[config.mk]
export PLATFORM = sky130hd
export DESIGN_NAME = uart_loader_flat
export DESIGN_NICKNAME = d
export VERILOG_FILES = /design/src/rtl/soc_pkg.sv /design/src/rtl/uart_loader_if.sv /design/src/rtl/uart_rx.sv /design/src/rtl/uart_loader.sv /design/src/flat_wrapper.sv
export SDC_FILE = /design/constraint.sdc
export NUM_CORES = 1
export LEC_CHECK = 0
export ABC_AREA = 1
export BUFFER_PORTS_ARGS = -buffer_cell sky130_fd_sc_hd__buf_2
export CORE_MARGIN = 2
export CORE_UTILIZATION = 44
export CTS_CLUSTER_SIZE = 10
export DETAILED_ROUTE_END_ITERATION = 10
export PLACE_DENSITY = 0.69
export SYNTH_ARGS = -nofsm -noshare
export SYNTH_HDL_FRONTEND = slang
export SYNTH_HIERARCHICAL = 1
export SYNTH_SLANG_ARGS = --single-unit
[constraint.sdc]
create_clock -name CLK -period 2.2 [get_ports CLK]
set_input_delay 0.44 -clock CLK [delete_from_list [all_inputs] [get_ports CLK]]
set_output_delay 0.44 -clock CLK [all_outputs]
set_load 0.01 [all_outputs]
[src/rtl/soc_pkg.sv]
// ---------------------------------------------------------------------------
// soc_pkg
// Shared constants and state encodings for the serial program loader.
//   SYNC_BYTE  : frame start marker
//   RAM_ADDR_W : address width of the 8K x 16 program RAM
//   ld_state_t : frame FSM states in uart_loader
//   rx_state_t : bit-level states in uart_rx
// ---------------------------------------------------------------------------
package soc_pkg;

    localparam logic [7:0] SYNC_BYTE  = 8'hA5;
    localparam int         RAM_ADDR_W = 13;

    typedef enum logic [2:0] {
        LD_IDLE,
        LD_LENH,
        LD_LENL,
        LD_DATAH,
        LD_DATAL,
        LD_CSUM,
        LD_DONE,
        LD_ERROR
    } ld_state_t;

    typedef enum logic [1:0] {
        RX_IDLE,
        RX_START,
        RX_DATA,
        RX_STOP
    } rx_state_t;

endpackage

[src/rtl/uart_loader_if.sv]
// ---------------------------------------------------------------------------
// uart_loader_if
// RAM write port driven by the loader.
//   we   : write strobe, one cycle per word
//   addr : word address
//   din  : write data
// master = loader side, slave = RAM side.
// ---------------------------------------------------------------------------
interface uart_loader_if #(
    parameter int ADDR_W = soc_pkg::RAM_ADDR_W
);
    logic              we;
    logic [ADDR_W-1:0] addr;
    logic [15:0]       din;

    modport master (output we, addr, din);
    modport slave  (input  we, addr, din);
endinterface

[src/rtl/uart_rx.sv]
// ---------------------------------------------------------------------------
// uart_rx
// 8N1 UART receiver: 2-flop synchronizer, start-bit glitch rejection at
// mid-bit, LSB-first data sampling every DIV cycles, stop-bit check.
//   CLK, I_RESET_N : clock, synchronous active-low reset
//   I_RX           : asynchronous serial input, idle high
//   rx_data        : received byte, stable while rx_valid is high
//   rx_valid       : 1-cycle pulse, the cycle after a good stop-bit sample
//   rx_frame_err   : 1-cycle pulse, the cycle after a low stop-bit sample
// ---------------------------------------------------------------------------
module uart_rx
    import soc_pkg::*;
#(
    parameter int DIV = 277
) (
    input  logic       CLK,
    input  logic       I_RESET_N,
    input  logic       I_RX,
    output logic [7:0] rx_data,
    output logic       rx_valid,
    output logic       rx_frame_err
);
    localparam int HALF  = DIV / 2;
    localparam int CNT_W = $clog2(DIV + 1);

    logic             rx_meta, rx_sync, rx_prev;
    rx_state_t        state, state_n;
    logic [CNT_W-1:0] cnt, cnt_n;
    logic [2:0]       bit_idx, bit_idx_n;
    logic [7:0]       shreg, shreg_n;
    logic             valid_n, ferr_n;

    // The shift register is untouched from the last data bit until the next
    // start, so it can be presented directly as the byte.
    assign rx_data = shreg;

    // NOTE: sequential state uses non-blocking assignments only, and the reset
    // is sampled on the clock edge like any other input.
    always_ff @(posedge CLK) begin
        if (!I_RESET_N) begin
            rx_meta      <= 1'b1;
            rx_sync      <= 1'b1;
            rx_prev      <= 1'b1;
            state        <= RX_IDLE;
            cnt          <= '0;
            bit_idx      <= '0;
            shreg        <= '0;
            rx_valid     <= 1'b0;
            rx_frame_err <= 1'b0;
        end else begin
            rx_meta      <= I_RX;
            rx_sync      <= rx_meta;
            rx_prev      <= rx_sync;
            state        <= state_n;
            cnt          <= cnt_n;
            bit_idx      <= bit_idx_n;
            shreg        <= shreg_n;
            rx_valid     <= valid_n;
            rx_frame_err <= ferr_n;
        end
    end

    // NOTE: every signal gets a default before the case so no latch is inferred.
    always_comb begin
        state_n   = state;
        cnt_n     = cnt + 1'b1;
        bit_idx_n = bit_idx;
        shreg_n   = shreg;
        valid_n   = 1'b0;
        ferr_n    = 1'b0;
        case (state)
            RX_IDLE: begin
                cnt_n = '0;
                if (!rx_sync && rx_prev) state_n = RX_START;
            end
            RX_START: begin
                // Mid-start re-sample: a line back high was only a glitch.
                if (cnt == CNT_W'(HALF - 1)) begin
                    cnt_n     = '0;
                    bit_idx_n = '0;
                    state_n   = rx_sync ? RX_IDLE : RX_DATA;
                end
            end
            RX_DATA: begin
                if (cnt == CNT_W'(DIV - 1)) begin
                    cnt_n     = '0;
                    shreg_n   = {rx_sync, shreg[7:1]};
                    bit_idx_n = bit_idx + 1'b1;
                    if (bit_idx == 3'd7) state_n = RX_STOP;
                end
            end
            RX_STOP: begin
                if (cnt == CNT_W'(DIV - 1)) begin
                    cnt_n   = '0;
                    state_n = RX_IDLE;
                    valid_n = rx_sync;
                    ferr_n  = !rx_sync;
                end
            end
            default: state_n = RX_IDLE;
        endcase
    end

endmodule

[src/rtl/uart_loader.sv]
// ---------------------------------------------------------------------------
// uart_loader
// Receives a framed program image (A5, LEN_H, LEN_L, 2N data bytes, CSUM)
// over UART, writes it word by word into the program RAM, and holds the
// core in reset until an image with a matching checksum has been loaded.
//   CLK, I_RESET_N : clock, synchronous active-low reset
//   I_RX           : serial input, idle high
//   ram            : RAM write port (we/addr/din)
//   O_CORE_RESET   : active-high core reset, released after a good load
//   O_BUSY         : high while a frame is being received
//   O_ERR          : sticky error, cleared by the next sync byte
// ---------------------------------------------------------------------------
module uart_loader
    import soc_pkg::*;
#(
    parameter int CLK_HZ = 32000000,
    parameter int BAUD   = 115200,
    parameter int ADDR_W = RAM_ADDR_W
) (
    input  logic         CLK,
    input  logic         I_RESET_N,
    input  logic         I_RX,
    uart_loader_if.master ram,
    output logic         O_CORE_RESET,
    output logic         O_BUSY,
    output logic         O_ERR
);
    localparam int          DIV       = CLK_HZ / BAUD;
    localparam logic [16:0] MAX_WORDS = 17'(1) << ADDR_W;

    logic [7:0] rx_data;
    logic       rx_valid, rx_frame_err;

    uart_rx #(.DIV(DIV)) u_rx (
        .CLK          (CLK),
        .I_RESET_N    (I_RESET_N),
        .I_RX         (I_RX),
        .rx_data      (rx_data),
        .rx_valid     (rx_valid),
        .rx_frame_err (rx_frame_err)
    );

    ld_state_t         state, state_n;
    logic              we_q, we_n;
    logic [ADDR_W-1:0] addr_q, addr_n;
    logic [15:0]       din_q, din_n;
    logic [15:0]       remaining, remaining_n;
    logic [7:0]        len_hi, len_hi_n;
    logic [7:0]        hi_byte, hi_byte_n;
    logic [7:0]        csum, csum_n;
    logic              core_reset_n, busy_n, err_n;
    logic [15:0]       len_word;
    logic              in_frame;

    assign len_word = {len_hi, rx_data};
    assign in_frame = (state inside {LD_LENH, LD_LENL, LD_DATAH, LD_DATAL, LD_CSUM});

    assign ram.we   = we_q;
    assign ram.addr = addr_q;
    assign ram.din  = din_q;

    always_ff @(posedge CLK) begin
        if (!I_RESET_N) begin
            state        <= LD_IDLE;
            we_q         <= 1'b0;
            addr_q       <= '0;
            din_q        <= '0;
            remaining    <= '0;
            len_hi       <= '0;
            hi_byte      <= '0;
            csum         <= '0;
            O_CORE_RESET <= 1'b1;
            O_BUSY       <= 1'b0;
            O_ERR        <= 1'b0;
        end else begin
            state        <= state_n;
            we_q         <= we_n;
            addr_q       <= addr_n;
            din_q        <= din_n;
            remaining    <= remaining_n;
            len_hi       <= len_hi_n;
            hi_byte      <= hi_byte_n;
            csum         <= csum_n;
            O_CORE_RESET <= core_reset_n;
            O_BUSY       <= busy_n;
            O_ERR        <= err_n;
        end
    end

    always_comb begin
        state_n      = state;
        we_n         = 1'b0;
        // Address advances the cycle after each write strobe.
        addr_n       = we_q ? addr_q + 1'b1 : addr_q;
        din_n        = din_q;
        remaining_n  = remaining;
        len_hi_n     = len_hi;
        hi_byte_n    = hi_byte;
        csum_n       = csum;
        core_reset_n = O_CORE_RESET;
        busy_n       = O_BUSY;
        err_n        = O_ERR;

        if (rx_frame_err && in_frame) begin
            state_n = LD_ERROR;
            err_n   = 1'b1;
            busy_n  = 1'b0;
        end else if (rx_valid) begin
            case (state)
                LD_LENH: begin
                    len_hi_n = rx_data;
                    state_n  = LD_LENL;
                end
                LD_LENL: begin
                    if (len_word == 16'd0) begin
                        state_n = LD_CSUM;
                    end else if ({1'b0, len_word} > MAX_WORDS) begin
                        state_n = LD_ERROR;
                        err_n   = 1'b1;
                        busy_n  = 1'b0;
                    end else begin
                        remaining_n = len_word;
                        state_n     = LD_DATAH;
                    end
                end
                LD_DATAH: begin
                    hi_byte_n = rx_data;
                    csum_n    = csum + rx_data;
                    state_n   = LD_DATAL;
                end
                LD_DATAL: begin
                    we_n        = 1'b1;
                    din_n       = {hi_byte, rx_data};
                    csum_n      = csum + rx_data;
                    remaining_n = remaining - 1'b1;
                    state_n     = (remaining == 16'd1) ? LD_CSUM : LD_DATAH;
                end
                LD_CSUM: begin
                    busy_n = 1'b0;
                    if (rx_data == csum) begin
                        state_n      = LD_DONE;
                        core_reset_n = 1'b0;
                    end else begin
                        state_n = LD_ERROR;
                        err_n   = 1'b1;
                    end
                end
                default: begin
                    // IDLE, DONE and ERROR all wait for a fresh sync byte.
                    if (rx_data == SYNC_BYTE) begin
                        state_n      = LD_LENH;
                        core_reset_n = 1'b1;
                        busy_n       = 1'b1;
                        err_n        = 1'b0;
                        addr_n       = '0;
                        csum_n       = '0;
                    end
                end
            endcase
        end
    end

endmodule

[src/flat_wrapper.sv]
// flat-port wrapper written by rule: the top's interface ports become plain ports
module uart_loader_flat import soc_pkg::*;
#(
    parameter int CLK_HZ = 32000000,
    parameter int BAUD   = 115200,
    parameter int ADDR_W = RAM_ADDR_W
)
  (CLK, I_RESET_N, I_RX, O_CORE_RESET, O_BUSY, O_ERR, ram_we, ram_addr, ram_din);
  uart_loader_if #(.ADDR_W(ADDR_W)) ram_i ();
  input  logic CLK;
  input  logic I_RESET_N;
  input  logic I_RX;
  output logic O_CORE_RESET;
  output logic O_BUSY;
  output logic O_ERR;
  output wire logic [$bits(ram_i.we)-1:0] ram_we;
  output wire logic [$bits(ram_i.addr)-1:0] ram_addr;
  output wire logic [$bits(ram_i.din)-1:0] ram_din;
  assign ram_we = ram_i.we;
  assign ram_addr = ram_i.addr;
  assign ram_din = ram_i.din;
  uart_loader #(.CLK_HZ(CLK_HZ), .BAUD(BAUD), .ADDR_W(ADDR_W)) u_core (.CLK(CLK), .I_RESET_N(I_RESET_N), .I_RX(I_RX), .ram(ram_i), .O_CORE_RESET(O_CORE_RESET), .O_BUSY(O_BUSY), .O_ERR(O_ERR));
endmodule
==> impl_metrics.ini <==
[status]
outcome = finished, final reports clean

[floorplanning]
die_h_um = 114
dieWidth_um = 114
io_pins = 36
initial_core_util = 0.445
dieArea_um2 = 12900
fp-row-count = 40
core_um2 = 11900

[finish]
diodes = 0
fin_util = 0.501
area_delta_synth_final_pct = 12.6
final_nets = 811
stdcell_count = 944
seq_area_um2 = 2060
nFillCells = 1214
layout_commonest_cell = nand2_1
drive_above_1_share = 0.139
multiInputGateArea_um2 = 2800
fin_area_um2 = 5950
final_cell_mix = 153 x nand2_1, 120 x nor2_1, 103 x dfxtp_1

[logic_synthesis]
synth_warnings = 6
synth_cells = 755
synthesis.area_um2 = 5280
syn_area_per_cell_um2 = 7.00
ys_seq_area_frac = 0.390
yosysUniqueCellTypes = 44
syn_nets = 774
synth-seq-cells = 103

[placed_design]
placed_area_um2 = 5620
dp_cells = 928
gp_congestion = 0.878
port_buffers = 35
hpwl_mm = 8.69
place_ws_ps = 231

[critical_path]
reg2regPathDepth = 8
arrival_ps = 2250
worstReg2RegStart = u_core/u_rx/rx_data[2]
crit_fanout = 9
endpoint_kind = register
cp-start-kind = register
crit_end = u_core/state[0]
worstPathRequired_ps = 2450
worstPathCellList = ha_1, nor3_1, nor2b_1, nand2_1, nand2_1, nand3_1, nor3_1, nor2_1
r2r-end = u_core/state[0]
crit_start = u_core/u_rx/rx_data[2]
cpPeakStageDelay_ps = 540
critical_path_class = reg2reg
reg2reg_slack_ps = 210
cpMaxStageDelayCell = dfxtp_1

[detailed_routing]
vias = 4818
vias_per_cell = 5.10
routedWlPerCell_um = 12.9
postRouteAntennaNets = 0
drcViolationCount = 0
drt_wl_total_mm = 12.1
firstDrtPassIters = 5
drt-initial-drc-count = 339

[grt]
gr-total-overflow = 0
grt_pass1_vias = 4463
grt_start_max_net_pins = 41
antenna_found_initial = 0
grt_pass1_wl_mm = 20.5
grt_usage = 0.195

[sta]
max_slew_margin = 0.636
hold_viol = 0
finalWorstSetupSlack_ps = 205
hold_slack_ps = 277
finalSetupViolCount = 0
tightest_slew_ps = 546
finalMaxSlewViolations = 0
rsz0062_at_grt = no
timing.final.crit_share = 0.907
skew_ps = 10.1
tns_ps = 0
fmax_ghz = 0.501
fin_crit_ps = 1990

[cts]
path_clk_slew_ps = 70
clockBufferDepth = 2
clock_latency_ps = 350
cts_buffers = 9
cts_resized = 0
post_cts_buffers = 0
htreeDepth = 3
cts_tree = done
cts.sinks = 103
cts-root-buf = clkbuf_16
cts_hold_buf = 0

[job]
cap_violations = 0

[power_and_ir_drop]
p_sw_frac = 0.232
pwr-share-seq = 0.493
p_leak_nw = 2.65
total_power_mw = 3.86
intPower_mw = 2.96
p_switching_uw = 896
vdd_drop_max_mv = 0.710
power-per-cell-area_nw_per_um2 = 648
combinationalPowerShare = 0.051
p_clk_frac = 0.456

[worst_hold_path]
hold_class = in2reg
[kinds of logic (layout without fill, tap and decap cells)]
family                     after synthesis  count (layout)  synth area share
AOI/OAI and AO/OA                      134             134             0.141
xor gates and xnor gates                16              16            0.0265
adders and majority gates               16              16            0.0393
buffers and inverters                  104             146            0.0800
DFF                                    103             103             0.390
and+or+nand+nor                        382             382             0.323
[layer usage]
metal  vias to the layer above  global-route usage  wire length [um]
li1                       2511                   -                 -
met1                      2166               0.254              5630
met2                       122               0.325              5710
met3                        19              0.0420               592
met4                         0              0.0618               206
met5                         -                   0                 0
[how the worst min path moves through the flow]
stage                              startpoint                  end  slack (ps)  cells after the start
after detailed placement  u_core/u_rx/rx_meta  u_core/u_rx/rx_sync         410                      1
after global routing                     I_RX  u_core/u_rx/rx_meta         260                      2
after CTS                                I_RX  u_core/u_rx/rx_meta         270                      2
after global placement    u_core/u_rx/rx_meta  u_core/u_rx/rx_sync         410                      1
after floorplan           u_core/u_rx/rx_meta  u_core/u_rx/rx_sync         390                      1
final                                    I_RX  u_core/u_rx/rx_meta         280                      2
[cells in the mapped netlist (all sizes together)]
library cell,n,share of area
clkbuf,11,0.0078
a31oi,1,0.0012
nand3,56,0.058
ha,15,0.036
nand2,164,0.13
a21boi,2,0.0028
a211oi,1,0.0014
xor2,10,0.017
nor2,127,0.097
inv,83,0.059
nor3b,4,0.0066
buf,9,0.012
o21bai,3,0.0064
xnor2,6,0.0099
a21oi,72,0.074
nor3,12,0.013
or2,5,0.0059
dfxtp,103,0.39
fa,1,0.0038
o21ai,52,0.051
nand4,11,0.013
and3,2,0.0024
o31ai,1,0.0014
o211ai,2,0.0028
clkinv,1,0.00071
nor2b,1,0.0012
[power by group through the flow]
stage,combinational [mW],clock (mW),sequential (mW)
after floorplan,0.159,0,1.94
after global placement,0.194,0,1.95
after detailed placement,0.198,0,1.95
after CTS,0.198,1.80,1.90
after global routing,0.223,1.88,1.91
final,0.196,1.76,1.90
[flip-flops by register name, indices dropped and copies added (netlist names), 3 cells and up, named ones only]
signal / flops
u_core/hi_byte: 8
u_core/u_rx/rx_data: 8
u_core/state: 3
u_core/len_hi: 8
u_core/csum: 8
u_core/ram.din: 16
u_core/u_rx/cnt: 9
u_core/ram.addr: 13
u_core/u_rx/bit_idx: 3
u_core/remaining: 16
[cell type report]
class,instances,share of cell area
multi-input combinational,548,0.471
sequential,103,0.347
clock buffer,9,0.0379
tap,147,0.0309
timing repair buffer,46,0.0433
inverter,84,0.0534
clock inverter,7,0.0170
[worst max-delay path, delay by kind of cell (launching register included)]
family,cells,cell delay (ps)
flops,1,540
fa+ha+maj,1,350
simple gates,7,990
No activity file was read; power rests on OpenSTA's default activity.
